===== config.mk =====
export PLATFORM = sky130hd
export DESIGN_NAME = fle_lut_ccff_stage_flat
export DESIGN_NICKNAME = d
export VERILOG_FILES = /design/src/rtl/fle_lut_ccff_stage_if.sv /design/src/rtl/fle_lut_ccff_stage.sv /design/src/flat_wrapper.sv
export SDC_FILE = /design/constraint.sdc
export NUM_CORES = 1
export LEC_CHECK = 0
export CORE_UTILIZATION = 50
export CTS_BUF_LIST = sky130_fd_sc_hd__clkbuf_2
export DETAILED_ROUTE_END_ITERATION = 10
export PLACE_DENSITY = 0.83
export SLEW_MARGIN = 20
export SYNTH_ARGS = -nofsm -noshare
export SYNTH_HDL_FRONTEND = slang
export SYNTH_SLANG_ARGS = --single-unit

===== constraint.sdc =====
create_clock -name clk -period 2.8 [get_ports clk]
set_clock_uncertainty 0.15 [all_clocks]
set_input_delay 0.7 -clock clk [delete_from_list [all_inputs] [get_ports clk]]
set_output_delay 0.7 -clock clk [all_outputs]
set_load 0.02 [all_outputs]

===== src/rtl/fle_lut_ccff_stage_if.sv =====
// Config-chain and LUT signal bundle for one fle LUT stage.
// The master side feeds chain data and LUT selects; the slave side is the LUT stage itself.
interface fle_lut_ccff_stage_if #(
  parameter int LUT_K = 4
);
  logic             ccff_en;
  logic             ccff_head;
  logic             ccff_tail;
  logic [LUT_K-1:0] lut_in;
  logic             lut_out;
  logic             cfg_bypass;
  logic             cfg_done;
  logic             cfg_err;

  modport master (
    output ccff_en, ccff_head, lut_in,
    input  ccff_tail, lut_out, cfg_bypass, cfg_done, cfg_err
  );

  modport slave (
    input  ccff_en, ccff_head, lut_in,
    output ccff_tail, lut_out, cfg_bypass, cfg_done, cfg_err
  );
endinterface


===== src/rtl/fle_lut_ccff_stage.sv =====
// K-input LUT feeding the fle flip-flop D input, configured through a serial chain.
// The LUT output stays forced to 0 until a complete, even-parity configuration has been checked.
module fle_lut_ccff_stage #(
  parameter int LUT_K = 4
) (
  input  logic                 clk,
  input  logic                 reset,
  fle_lut_ccff_stage_if.slave  bus
);

  localparam int TT_LEN    = 2 ** LUT_K;
  localparam int CHAIN_LEN = TT_LEN + 2;
  localparam int CNT_W     = $clog2(CHAIN_LEN + 2);

  localparam logic [CNT_W-1:0] CNT_ONE  = CNT_W'(1);
  localparam logic [CNT_W-1:0] CNT_FULL = CNT_W'(CHAIN_LEN);
  localparam logic [CNT_W-1:0] CNT_SAT  = CNT_W'(CHAIN_LEN + 1);

  typedef enum logic [2:0] {
    UNCFG,
    LOADING,
    CHECK,
    ACTIVE,
    ERROR
  } state_t;

  state_t               state;
  state_t               state_nxt;
  logic [CHAIN_LEN-1:0] chain;
  logic [CNT_W-1:0]     bit_cnt;
  logic [CNT_W-1:0]     bit_cnt_nxt;

  logic [TT_LEN-1:0]    tt;
  logic                 bypass_bit;
  logic                 parity_ok;

  logic                 lut_out_c;
  logic                 cfg_bypass_c;
  logic                 cfg_done_c;
  logic                 cfg_err_c;

  assign tt         = chain[TT_LEN-1:0];
  assign bypass_bit = chain[CHAIN_LEN-2];
  assign parity_ok  = ~(^chain);

  // The chain shifts in every state so neighbouring segments keep streaming through us.
  always_ff @(posedge clk) begin
    if (reset) begin
      chain <= '0;
    end else if (bus.ccff_en) begin
      chain <= {chain[CHAIN_LEN-2:0], bus.ccff_head};
    end
  end

  always_ff @(posedge clk) begin
    if (reset) begin
      state   <= UNCFG;
      bit_cnt <= '0;
    end else begin
      state   <= state_nxt;
      bit_cnt <= bit_cnt_nxt;
    end
  end

  // Any shift outside LOADING starts a fresh load; bit_cnt parks at CHAIN_LEN+1 on overrun.
  always_comb begin
    state_nxt   = state;
    bit_cnt_nxt = bit_cnt;
    unique case (state)
      LOADING: begin
        if (bus.ccff_en) begin
          if (bit_cnt != CNT_SAT) begin
            bit_cnt_nxt = bit_cnt + CNT_ONE;
          end
        end else begin
          state_nxt = (bit_cnt == CNT_FULL) ? CHECK : ERROR;
        end
      end
      CHECK: begin
        if (bus.ccff_en) begin
          state_nxt   = LOADING;
          bit_cnt_nxt = CNT_ONE;
        end else begin
          state_nxt = parity_ok ? ACTIVE : ERROR;
        end
      end
      default: begin
        if (bus.ccff_en) begin
          state_nxt   = LOADING;
          bit_cnt_nxt = CNT_ONE;
        end
      end
    endcase
  end

  // Outputs come only from the registered state, so a partial table never reaches ff_D.
  always_comb begin
    lut_out_c    = 1'b0;
    cfg_bypass_c = 1'b0;
    cfg_done_c   = 1'b0;
    cfg_err_c    = 1'b0;
    unique case (state)
      ACTIVE: begin
        cfg_done_c   = 1'b1;
        cfg_bypass_c = bypass_bit;
        lut_out_c    = tt[bus.lut_in];
      end
      ERROR: begin
        cfg_err_c = 1'b1;
      end
      default: begin
      end
    endcase
  end

  assign bus.ccff_tail  = chain[CHAIN_LEN-1];
  assign bus.lut_out    = lut_out_c;
  assign bus.cfg_bypass = cfg_bypass_c;
  assign bus.cfg_done   = cfg_done_c;
  assign bus.cfg_err    = cfg_err_c;

endmodule


===== src/flat_wrapper.sv =====
// flat-port wrapper written by rule: the top's interface ports become plain ports
module fle_lut_ccff_stage_flat 
#(
  parameter int LUT_K = 4
)
  (clk, reset, bus_ccff_en, bus_ccff_head, bus_lut_in, bus_ccff_tail, bus_lut_out, bus_cfg_bypass, bus_cfg_done, bus_cfg_err);
  fle_lut_ccff_stage_if #(.LUT_K(LUT_K)) bus_i ();
  input  logic clk;
  input  logic reset;
  input wire logic [$bits(bus_i.ccff_en)-1:0] bus_ccff_en;
  input wire logic [$bits(bus_i.ccff_head)-1:0] bus_ccff_head;
  input wire logic [$bits(bus_i.lut_in)-1:0] bus_lut_in;
  output wire logic [$bits(bus_i.ccff_tail)-1:0] bus_ccff_tail;
  output wire logic [$bits(bus_i.lut_out)-1:0] bus_lut_out;
  output wire logic [$bits(bus_i.cfg_bypass)-1:0] bus_cfg_bypass;
  output wire logic [$bits(bus_i.cfg_done)-1:0] bus_cfg_done;
  output wire logic [$bits(bus_i.cfg_err)-1:0] bus_cfg_err;
  assign bus_i.ccff_en = bus_ccff_en;
  assign bus_i.ccff_head = bus_ccff_head;
  assign bus_i.lut_in = bus_lut_in;
  assign bus_ccff_tail = bus_i.ccff_tail;
  assign bus_lut_out = bus_i.lut_out;
  assign bus_cfg_bypass = bus_i.cfg_bypass;
  assign bus_cfg_done = bus_i.cfg_done;
  assign bus_cfg_err = bus_i.cfg_err;
  fle_lut_ccff_stage #(.LUT_K(LUT_K)) u_core (.clk(clk), .reset(reset), .bus(bus_i));
endmodule

Word level (Yosys, flattened, before mapping)
Index checks and enable logic that the tools add are counted.
Widths: inputs -> output; s select.
{"block": "totals", "register_bits": 26, "in_bits": 8, "word_cells": 33}
{"block": "classes", "n_addsub": 1, "n_lt_le_gt_ge": 1, "eq_ne": 8, "muxes": 16, "n_reduce_logical": 4}
{"cell": "$mux 5", "n": 4}
{"cell": "$reduce_xor 18->1", "n": 1}
{"cell": "$mux 3", "n": 5}
{"cell": "$eq 3x2->1 const B", "n": 2}
{"cell": "$pmux 3 s2", "n": 1}
{"cell": "$add 5x1->5 const B", "n": 1}
{"cell": "$eq 5x5->1 const B", "n": 1}
{"cell": "$lt 4x5->1 const B", "n": 1}
{"cell": "$mux 1", "n": 5}
{"cell": "$ne 5x5->1 const B", "n": 1}
{"cell": "$bmux 1 s4", "n": 1}
{"cell": "$reduce_and 2->1", "n": 2}
{"cell": "$eq 3x1->1 const B", "n": 1}
{"cell": "$eq 3x3->1 const B", "n": 1}
{"cell": "$reduce_bool 3->1", "n": 1}
{"cell": "$ne 2x1->1 const B", "n": 1}
{"cell": "$ne 2x2->1 const B", "n": 1}

Logic depth before layout (Yosys ltp)
Gate-level depths: netlist of the first run.
{"block": "logic_depth", "word_depth": 4, "depth_mapped": 6, "depth_no_buf": 6}

Worst setup path before layout of the first run
OpenSTA, ideal clock, no wires.
{"block": "synth_timing", "path_kind": "input to output", "start": "input bus_lut_in[0]", "end": "output bus_lut_out", "arrival_time_ns": 1.877, "required_time_ns": 1.950, "slack_ns": 0.073, "stages": 3, "path_buffers": 0, "path_cell_list": "mux4_1 -> mux4_2 -> and2_1"}
{"block": "synth_between", "elab_chain_cells": 3}
{"element": "from (decl)", "line_no": "flat_wrapper.sv:12", "source": "input wire logic [$bits(bus_i.lut_in)-1:0] bus_lut_in;"}
{"element": "$bmux 1 s4", "line_no": "fle_lut_ccff_stage.sv:106", "source": "lut_out_c = tt[bus.lut_in];"}
{"element": "$mux 1 (not written as such)", "line_no": "fle_lut_ccff_stage.sv:106"}
{"element": "$mux 1", "line_no": "fle_lut_ccff_stage.sv:102", "source": "unique case (state)"}
{"element": "to (decl)", "line_no": "flat_wrapper.sv:14", "source": "output wire logic [$bits(bus_i.lut_out)-1:0] bus_lut_out;"}
No other way between the ends. The select of a mux whose other input is x is not followed.

Worst setup path in the final report of the first run
Same ends and word-level chain as after synthesis.

==> results.toml, run 1 <==
[critical_path]
r2r_end = "u_core.state[1]"
worstReg2RegStart = "u_core.chain[13]"
endpoint = "bus_lut_out"
r2r_slack_ns = 0.81
crit_start = "bus_lut_in[0]"
crit_type = "in2out"
reg2reg_depth = 6
startpoint_type = "input port"
critPathRequiredTime_ns = 1.95
path_max_fanout = 4
cp-end-kind = "output pin"
worstPathArrival_ns = 2.03

[final_layout]
drive_above_1_share = 0.214
final_cell_mix = "dfxtp_1, nor2_1, mux2i_1, buf_4"
utilization = 0.628
stdcell_count = 199
syn_to_final_growth_pct = 20.2
diodes = 0
final_common_cell = "dfxtp_1"
finalNetCount = 179
final_area_um2 = 1720

[die]
rows = 19
die_h_um = 55.5
die_area_um2 = 3080
ios = 13
coreArea_um2 = 2730
fp.dieW_um = 55.5
start_util = 0.523

[global_routing]
antenna_found_initial = 0
grt_pass1_wl_mm = 4.87
grt_pass1_vias = 1113
overflow = 0
grt.total_usage = 0.199
grt_max_degree = 34

[cts]
cts_tree = "done"
cts.htree.levels = 1
clockRootBuffer = "clkbuf_2"
clk_pin_slew_ns = 0.25
ctsHoldBuffers = 0
clock_latency_ns = 0.34
cts-buffers-inserted = 3
cts_buffer_depth = 2
clkSinkCount = 26
cts_setup_buffers = 0

[routing]
drc_errors = 0
routedWlPerCell_um = 14.2
finalWirelength_mm = 2.82
via_per_inst = 5.40
ant_nets = 0
drt_iter0_markers = 34
first_pass_iters = 4
num_vias = 1075

[synth]
post_synth_instance_area_um2 = 1430
syn_nets = 152
synth_seq_area_share = 0.364
synth_cells = 142
syn-mean-instance-area_um2 = 10.1
synth_warnings = 0
synth-seq-cells = 26
ys_types = 34

[outcome]
violations = "negative setup slack"
status = "finished, violations left"

[run]
cap_violations = 0

[power]
max-vdd-ir-drop_mv = 0.333
power_uw = 633
leakagePower_nw = 0.762
power_density_nw_per_um2 = 368

[timing]
min_period_over_period = 1.03
hold_viol = 0
setup_tns_ns = -0.0779
setup_viol = 1
setup_ws_ns = -0.0779
max-slew-margin-rel = 0.666
rsz0062_at_grt = "true"
tightest_slew_ns = 0.501
fmax_mhz = 347
fin_crit_ns = 2.88
slew_violations = 0

[placed_design]
placed_area_um2 = 1690
hpwl_mm = 2.12
dp_cells = 195
gp_congestion = 0.768
io_buffers = 12

[hold_path]
worstHoldPathType = "reg2reg"
-- how the worst min path moves through the flow --
| stage | startpoint | endpoint | slack [ns] | depth (start not counted) |
|---|---|---|---|---|
| final | u_core.bit_cnt[0] | u_core.bit_cnt[0] | 0.40 | 2 |
| after global placement | u_core.bit_cnt[0] | u_core.bit_cnt[0] | 0.34 | 2 |
| after global routing | u_core.chain[17] | u_core.chain[17] | 0.43 | 2 |
| after CTS | u_core.bit_cnt[0] | u_core.bit_cnt[0] | 0.40 | 2 |
| after floorplan | u_core.bit_cnt[0] | u_core.bit_cnt[0] | 0.33 | 2 |
| after detailed placement | u_core.bit_cnt[0] | u_core.bit_cnt[0] | 0.37 | 2 |
-- state kept, by name, summed over array words and instances (netlist names) --
signal,count
u_core.bit_cnt,5
u_core.chain,18
u_core.state,3
-- worst max-delay path, stage by stage --
cell and delay (ns):
buf_12 0.09, mux4_2 0.49, mux4_2 0.47, and2_4 0.15, buf_6 0.12
-- per-stage QoR --
| stage | hold WS [ns] | setup WS (ns) |
|---|---|---|
| global placement | 0.340 | -1.09 |
| detailed placement | 0.370 | -1.15 |
| CTS | 0.398 | -0.0896 |
| floorplan | 0.328 | 0.0728 |
| global route | 0.428 | -0.107 |
| finish | 0.399 | -0.0779 |
-- cell families (layout without fill, tap and decap cells) --
| logic type | after synthesis | in the layout | share of synthesized area |
|---|---|---|---|
| and+or+nand+nor | 44 | 44 | 0.152 |
| DFF | 26 | 26 | 0.364 |
| muxes | 25 | 25 | 0.225 |
| xor gates and xnor gates | 18 | 18 | 0.135 |
| AOI/OAI and AO/OA | 17 | 17 | 0.0779 |
| buffers and inverters | 10 | 36 | 0.0280 |
| adders and majority gates | 2 | 2 | 0.0175 |
-- Yosys cell counts --
cell / n / area share
a21oi_1: 6 / 0.021
nor3b_1: 4 / 0.021
buf_1: 1 / 0.0026
inv_1: 2 / 0.0053
o31ai_2: 1 / 0.0088
xnor2_1: 9 / 0.055
a211oi_1: 2 / 0.011
nand4_1: 2 / 0.0088
o21ai_0: 4 / 0.014
mux2_4: 1 / 0.011
a41o_1: 1 / 0.0070
buf_2: 2 / 0.0070
nand2_1: 4 / 0.011
nor4b_1: 1 / 0.0061
xnor3_1: 2 / 0.032
nor2b_1: 3 / 0.013
dfxtp_1: 26 / 0.36
o21ai_2: 1 / 0.0061
xnor2_2: 1 / 0.011
and3_1: 1 / 0.0044
mux4_1: 1 / 0.018
clkbuf_1: 5 / 0.013
nor2_1: 22 / 0.058
nand2b_1: 2 / 0.0088
ha_1: 2 / 0.018
nand3b_1: 1 / 0.0053
nor3_1: 1 / 0.0035
mux4_2: 4 / 0.063
xor2_1: 6 / 0.037
mux2i_1: 19 / 0.13
and2_1: 2 / 0.0088
a21o_1: 1 / 0.0053
or3_1: 1 / 0.0044
o21a_1: 1 / 0.0053
-- routing by layer --
metal  vias to the layer above  wire (um)  global-route usage
met5                         -          0                   0
met4                         0         28              0.0500
met3                         4         61              0.0351
met2                        15       1450               0.349
met1                       510       1280               0.252
li1                        546          -                   -
-- layout make-up --
| class | count | area [um2] |
|---|---|---|
| Clock buffer | 3 | 15.0 |
| Clock inverter | 1 | 3.75 |
| Fill cell | 233 | 1020 |
| Inverter | 2 | 7.51 |
| Multi-Input combinational cell | 106 | 870 |
| Sequential cell | 26 | 522 |
| Tap cell | 31 | 38.8 |
| Timing Repair Buffer | 30 | 262 |
-- power by group --
part | leakage, nW | internal, mW | switching [mW]
logic | 0.537 | 0.0518 | 0.0506
registers | 0.211 | 0.380 | 0.0115
clock network | 0.0140 | 0.0310 | 0.108
-- what timing repair did --
action                     4_1_cts  5_1_grt
pin swaps                        1        0
gates cloned                     0        0
gates resized for setup         19        3
setup endpoints to repair        3        3
Note: power is estimated with default switching activity, not from simulation.
==> run 2: changes to the inputs <==
GPL_ROUTABILITY_DRIVEN = 0   (was default)
==> results of run 2 <==
The final DEF is identical to that of run 1; final timing and power are the same.
